===== src/rtl/if_fetch_stage_if.sv =====
// Instruction memory bus between the fetch stage and a synchronous imem.
// master: fetch side (req/addr out, rdata in); slave: memory side.
interface if_fetch_stage_if #(
  parameter int XLEN = 64
) ();
  logic            imem_req;
  logic [XLEN-1:0] imem_addr;
  logic [31:0]     imem_rdata;

  modport master (
    output imem_req,
    output imem_addr,
    input  imem_rdata
  );

  modport slave (
    input  imem_req,
    input  imem_addr,
    output imem_rdata
  );
endinterface


===== src/rtl/if_fetch_stage.sv =====
// RV64I fetch stage: PC register, imem request, skid buffer, IF/ID register.
// Ports: clk, rst, stall, redirect_valid/pc, imem (master), if_id_valid/pc/instr.
module if_fetch_stage #(
  parameter int              XLEN      = 64,
  parameter logic [XLEN-1:0] RESET_PC  = '0,
  parameter logic [31:0]     NOP_INSTR = 32'h00000013
) (
  input  logic            clk,
  input  logic            rst,
  input  logic            stall,
  input  logic            redirect_valid,
  input  logic [XLEN-1:0] redirect_pc,
  if_fetch_stage_if.master imem,
  output logic            if_id_valid,
  output logic [XLEN-1:0] if_id_pc,
  output logic [31:0]     if_id_instr
);

  typedef struct packed {
    logic            valid;
    logic [XLEN-1:0] pc;
    logic [31:0]     instr;
  } if_id_t;

  typedef struct packed {
    logic [XLEN-1:0] pc;
    logic [31:0]     instr;
  } skid_t;

  // No compressed ISA: fetch addresses are always word aligned.
  localparam logic [XLEN-1:0] ALIGN_MASK = ~XLEN'(3);

  logic [XLEN-1:0] pc_q, pc_d;
  logic            inflight_q, inflight_d;
  logic [XLEN-1:0] inflight_pc_q, inflight_pc_d;
  logic            skid_valid_q, skid_valid_d;
  skid_t           skid_q, skid_d;
  if_id_t          if_id_q, if_id_d;

  logic            req;
  logic [XLEN-1:0] addr;
  logic            live;

  always_comb begin
    req  = ~rst & (redirect_valid | ~stall);
    addr = redirect_valid ? (redirect_pc & ALIGN_MASK) : pc_q;
    // A redirect in the response cycle kills the stale word.
    live = inflight_q & ~redirect_valid;

    pc_d          = req ? addr + XLEN'(4) : pc_q;
    inflight_d    = req;
    inflight_pc_d = addr;

    if_id_d      = if_id_q;
    skid_d       = skid_q;
    skid_valid_d = skid_valid_q;

    unique case (1'b1)
      redirect_valid: begin
        if_id_d.valid = 1'b0;
        if_id_d.instr = NOP_INSTR;
        skid_valid_d  = 1'b0;
      end
      ~redirect_valid & stall: begin
        if (live) begin
          skid_d       = '{pc: inflight_pc_q, instr: imem.imem_rdata};
          skid_valid_d = 1'b1;
        end
      end
      ~redirect_valid & ~stall: begin
        unique case (1'b1)
          skid_valid_q: begin
            if_id_d      = '{valid: 1'b1, pc: skid_q.pc,
                             instr: skid_q.instr};
            skid_valid_d = 1'b0;
          end
          ~skid_valid_q & live: begin
            if_id_d = '{valid: 1'b1, pc: inflight_pc_q,
                        instr: imem.imem_rdata};
          end
          ~skid_valid_q & ~live: begin
            if_id_d.valid = 1'b0;
            if_id_d.instr = NOP_INSTR;
          end
          default: ;
        endcase
      end
      default: ;
    endcase
  end

  always_ff @(posedge clk) begin
    if (rst) begin
      pc_q          <= RESET_PC;
      inflight_q    <= 1'b0;
      inflight_pc_q <= '0;
      skid_valid_q  <= 1'b0;
      skid_q        <= '0;
      if_id_q       <= '{valid: 1'b0, pc: '0, instr: NOP_INSTR};
    end else begin
      pc_q          <= pc_d;
      inflight_q    <= inflight_d;
      inflight_pc_q <= inflight_pc_d;
      skid_valid_q  <= skid_valid_d;
      skid_q        <= skid_d;
      if_id_q       <= if_id_d;
    end
  end

  assign imem.imem_req  = req;
  assign imem.imem_addr = addr;

  assign if_id_valid = if_id_q.valid;
  assign if_id_pc    = if_id_q.pc;
  assign if_id_instr = if_id_q.instr;

endmodule


===== src/flat_wrapper.sv =====
// flat-port wrapper written by rule: the top's interface ports become plain ports
module if_fetch_stage_flat 
#(
  parameter int              XLEN      = 64,
  parameter logic [XLEN-1:0] RESET_PC  = '0,
  parameter logic [31:0]     NOP_INSTR = 32'h00000013
)
  (clk, rst, stall, redirect_valid, redirect_pc, if_id_valid, if_id_pc, if_id_instr, imem_imem_req, imem_imem_addr, imem_imem_rdata);
  if_fetch_stage_if #(.XLEN(XLEN)) imem_i ();
  input  logic clk;
  input  logic rst;
  input  logic stall;
  input  logic redirect_valid;
  input  logic [XLEN-1:0] redirect_pc;
  output logic if_id_valid;
  output logic [XLEN-1:0] if_id_pc;
  output logic [31:0] if_id_instr;
  output wire logic [$bits(imem_i.imem_req)-1:0] imem_imem_req;
  output wire logic [$bits(imem_i.imem_addr)-1:0] imem_imem_addr;
  input wire logic [$bits(imem_i.imem_rdata)-1:0] imem_imem_rdata;
  assign imem_imem_req = imem_i.imem_req;
  assign imem_imem_addr = imem_i.imem_addr;
  assign imem_i.imem_rdata = imem_imem_rdata;
  if_fetch_stage #(.XLEN(XLEN), .RESET_PC(RESET_PC), .NOP_INSTR(NOP_INSTR)) u_core (.clk(clk), .rst(rst), .stall(stall), .redirect_valid(redirect_valid), .redirect_pc(redirect_pc), .imem(imem_i), .if_id_valid(if_id_valid), .if_id_pc(if_id_pc), .if_id_instr(if_id_instr));
endmodule

===== config.mk =====
export PLATFORM = sky130hd
export DESIGN_NAME = if_fetch_stage_flat
export DESIGN_NICKNAME = d
export VERILOG_FILES = /design/src/rtl/if_fetch_stage_if.sv /design/src/rtl/if_fetch_stage.sv /design/src/flat_wrapper.sv
export SDC_FILE = /design/constraint.sdc
export NUM_CORES = 1
export LEC_CHECK = 0
export CAP_MARGIN = 5
export CORE_MARGIN = 5
export CORE_UTILIZATION = 56
export CTS_CLUSTER_SIZE = 30
export DETAILED_ROUTE_END_ITERATION = 7
export PLACE_DENSITY = 0.95
export SETUP_SLACK_MARGIN = 0.4
export SYNTH_ARGS = -nofsm -noshare
export SYNTH_HDL_FRONTEND = slang
export SYNTH_SLANG_ARGS = --single-unit
export TNS_END_PERCENT = 1

===== constraint.sdc =====
create_clock -name clk -period 8.92 [get_ports clk]
set_clock_uncertainty 0.2 [all_clocks]
set_input_delay 0.892 -clock clk [delete_from_list [all_inputs] [get_ports clk]]
set_output_delay 0.892 -clock clk [all_outputs]
set_load 0.01 [all_outputs]

Word level (Yosys, flattened, before mapping)

Cells that the tools add are included.
Widths: inputs -> output; s select.

Register bits: 323
Logic and storage cells: 43

Mux-type cells: 8
Bitwise gates (word level): 12
Reduce and logical (&&, ||, !) cells: 10
Add/subtract/negate cells: 1
Equal/unequal tests: 3

Operators by type and width:

| cell                  | count |
|---|---|
| $pmux 64 s2           | 1 |
| $pmux 32 s3           | 1 |
| $add 64x3->64 const B | 1 |
| $mux 64               | 1 |
| $pmux 32 s2           | 1 |
| $reduce_and 2->1      | 5 |
| $and 1x1->1           | 6 |
| $pmux 1 s2            | 3 |
| $reduce_bool 2->1     | 3 |
| $not 1->1             | 5 |
| $ne 4x3->1 const B    | 1 |
| $reduce_or 2->1       | 2 |
| $ne 3x3->1 const B    | 1 |
| $ne 2x1->1 const B    | 1 |
| $mux 1                | 1 |
| $or 1x1->1            | 1 |

Logic depth before layout (Yosys ltp)

Depth after elaboration: 6
Depth in mapped cells: 15

Worst setup path before layout

No wires, ideal clock.

Kind: input -> register
Start: in redirect_valid
End: reg u_core.pc_q[36]
Data required time: 8.603 ns
Arrival: 3.516 ns
Setup slack: 5.087 ns
Cell stages on the path: 14
Library setup time: 0.117 ns
Buffers on the path: 7
Cells stage by stage: buf_4 > buf_6 > buf_4 > buf_4 > buf_2 > buf_2 > mux2_2 > ha_1 > a21boi_1 > nand4_1 > clkbuf_1 > nor3_1 > xnor2_1 > a22o_1

Longest elaborated chain between the ends: 2
Elaborated cells on any way between the ends: 4

RTL lines:

| item                   | RTL line              | RTL |
|---|---|---|
| start: declaration     | flat_wrapper.sv:13    | `input logic redirect_valid;` |
| $mux 64                | if_fetch_stage.sv:46  | `addr = redirect_valid ? (redirect_pc & ALIGN_MASK) : pc_q;` |
| via imem_imem_addr[3]  | flat_wrapper.sv:19    | `output wire logic [$bits(imem_i.imem_addr)-1:0] imem_imem_addr;` |
| $add 64x3->64          | if_fetch_stage.sv:50  | `pc_d = req ? addr + XLEN'(4) : pc_q;` |
| end signal: assignment | if_fetch_stage.sv:101 | `pc_q <= pc_d;` |
| end: declaration       | if_fetch_stage.sv:33  | `logic [XLEN-1:0] pc_q, pc_d;` |

The timed path passes the listed nets, and every way through them passes these cells.
A chain may end at the register's enable or synchronous reset.

Final worst setup path

Start: in redirect_valid
End: out imem_imem_addr[17]

Longest elaborated chain between the ends: 1

RTL lines:

| item             | RTL line |
|---|---|
| $mux 64          | if_fetch_stage.sv:46 |
| end: declaration | flat_wrapper.sv:19 |

No other way between the ends.

==> metrics.yaml <==
cts:
  hold_buffers: 0
  postCtsResizedCells: 0
  cts_inserted_buffers: 34
  clock_latency_ns: 0.52
  clock-sinks: 323
  tritoncts: "built"
  cts-root-buf: "clkbuf_16"
  cts_setup_buffers: 0
  cts_max_level: 2
  ctsLongestPathBuffers: 3
  clk_pin_slew_ns: 0.06
outcome:
  status: "finished, final reports clean"
floorplanning:
  fp.dieH_um: 168
  coreArea_sq_um: 24400
  die_x_um: 168
  start_util: 0.572
  io_pins: 262
  dieArea_sq_um: 28200
  rows: 57
setup_path:
  worst-path-max-fanout: 75
  crit_arrival_ns: 3.99
  crit_path_end_kind: "output pin"
  startpoint_type: "input port"
  critPathSlowestCell: "buf_4"
  cp_slowest_stage_delay_ns: 0.72
  crit_top_cell: "buf_4"
  cp_data_required_time_ns: 7.83
  crit_chain: "buf_4, buf_4, buf_4, mux2i_1, inv_1, clkdlybuf4s50_1"
  r2r_slack_ns: 5.66
  critical_path_class: "in2out"
drt:
  post_drt_wl_per_cell_um: 19.8
  drc_errors: 0
  drt_iter0_drc: 1788
  firstDrtPassIters: 6
  ant_nets: 0
  vias_per_cell: 6.06
  num_vias: 13700
  totalWireLength_um: 44900
grt:
  grt_pass1_wl_um: 69800
  grt-ovfl-total: 0
  antenna_found_initial: 5
  grt_pass1_vias: 12900
  track_usage: 0.302
  grt_start_max_net_pins: 97
synthesis:
  synth-xor-area-share: 0.0301
  synth_flop_cell: "dfxtp_1"
  synth_top_area_frac: 0.464
  syn_avg_cell_area_sq_um: 8.08
  synth_mux_area_frac: 0.0431
  synth_warnings: 0
  yosys-top-cells-count: "454 x nand2_1, 323 x dfxtp_1, 137 x nor2_1"
  synth_seq_cells: 323
  synth.distinct_cells: 60
  async_flop_share: 0
  synth_top_family_by_area: "simple AND/OR/NAND/NOR gates"
  netlist_area_sq_um: 13900
  yosysTopAreaCell: "dfxtp_1"
  yosys.area_share.simple: 0.248
  synth-adder-area-share: 0.000897
  yosysMostFrequentCell: "nand2_1"
  synth.area.top_cells: "dfxtp_1 46%, nand2_1 12%, a311oi_1 4.0%"
  yosysSeqAreaShare: 0.464
  synth_enable_flop_cells: 0
  synth_fp_nets: 1827
  syn-instance-count: 1726
  synth_compound_area_frac: 0.158
power:
  power_density_nw_per_um2: 190
  pwr-share-clk: 0.416
  sw_frac_of_total: 0.256
  p_int_mw: 2.49
  pwr-share-seq: 0.462
  vdd_drop_max_uv: 110
  comb_power_share: 0.121
  power.switching_mw: 0.860
  p_leak_nw: 6.32
  total_power_mw: 3.35
sta:
  rsz0062_at_grt: "no"
  clock.fmax_ghz: 0.197
  tns_ns: 0
  finalHoldViolCount: 0
  setup_viol: 0
  tightestPinTransition_ns: 1.14
  post-route-period-util: 0.570
  max-slew-margin-rel: 0.237
  fin_ws_ns: 3.84
  fin_crit_ns: 5.08
  slew_violations: 0
placement:
  port_buffers: 259
  gp_congestion: 0.944
  pre_cts_ws_ns: 3.72
  dpl.hpwl_um: 30300
  placedInstanceArea_sq_um: 16500
final_layout:
  fin_nets: 2014
  drive_gt1_frac: 0.0563
  final_util: 0.723
  stdcell_area_sq_um: 17600
  syn_to_final_growth_pct: 26.5
  fillCellCount: 1751
min_path:
  hold_path.class: "reg2reg"
run:
  max_cap_viol_count: 0
-- layout make-up --
class	count	area [sq um]	area share
tap	324	405	0.0230
clock inverter	13	120	0.00681
clock buffer	47	990	0.0561
sequential	323	6470	0.366
multi-input combinational	1218	6720	0.381
inverter	63	236	0.0134
antenna	3	7.51	0.000425
timing repair buffer	273	2700	0.153
-- placed cells by master (no fill, tap or decap), types with 5 or more instances in the layout --
cell type / count
nor3_1: 16
dfxtp_1: 323
o21ai_0: 71
nor2_1: 136
clkbuf_8: 9
a21oi_1: 106
xnor2_1: 47
a22o_1: 9
nor4_2: 6
inv_1: 63
a222oi_1: 5
nand3b_1: 23
clkbuf_16: 34
mux2_2: 8
and2_1: 15
nand3b_4: 5
buf_4: 15
o21ai_1: 11
a22oi_1: 40
nor4_1: 8
nand2_1: 453
nand4b_1: 5
clkdlybuf4s50_1: 257
mux2i_1: 51
nand4_1: 22
nand3_1: 56
a311oi_1: 64
o22ai_1: 6
clkinv_2: 5
-- sequential cells by signal, indices dropped and copies added (netlist names) --
signal,count
u_core.if_id_valid,1
u_core.skid_valid_q,1
u_core.skid_q,96
u_core.inflight_q,1
u_core.inflight_pc_q,64
u_core.if_id_instr,32
u_core.if_id_pc,64
u_core.pc_q,64
-- worst max-delay path, delay by kind of cell --
family | cells | cell delay, ns
buffers and inverters | 5 | 2.33
multiplexers | 1 | 0.69
-- worst paths after layout --
path                                       from                              to  cells after the start
min reg2reg  u_core.inflight_pc_q[4]$_SDFF_PP0_  u_core.skid_q[36]$_SDFFE_PP0P_                      2
max reg2reg         u_core.pc_q[2]$_SDFFE_PP0P_    u_core.pc_q[58]$_SDFFE_PP0P_                      8
max                              redirect_valid              imem_imem_addr[17]                      6
min          u_core.inflight_pc_q[4]$_SDFF_PP0_  u_core.skid_q[36]$_SDFFE_PP0P_                      2
-- through the flow --
step,std cells,hold WS [ns]
global route,2263,0.261
CTS,2261,0.230
finish,2264,0.231
global placement,2201,0.235
detailed placement,2201,0.241
floorplan,1726,0.225
-- power by group through the flow --
stage | clock network [mW] | logic (mW) | registers [mW]
CTS | 1.41 | 0.401 | 1.55
global route | 1.48 | 0.434 | 1.56
finish | 1.40 | 0.407 | 1.55
detailed placement | 0 | 0.397 | 1.58
global placement | 0 | 0.389 | 1.57
floorplan | 0 | 0.201 | 1.57
-- cell families (layout without fill, tap and decap cells) --
group | Yosys count | after routing
simple gates | 772 | 772
compound gates | 338 | 338
flops | 323 | 323
buf+inv | 185 | 396
mux | 59 | 59
xor+xnor | 48 | 48
fa+ha+maj | 1 | 1
other cells | 0 | 3
-- metal layers --
metal,global-route usage,part of all wire,vias to the layer above
met2,0.483,0.46,763
met4,0.117,0.042,4
met1,0.408,0.40,6548
met5,0,0.00076,-
li1,-,-,6267
met3,0.0553,0.091,137
Note: power is estimated with default switching activity, not from simulation.
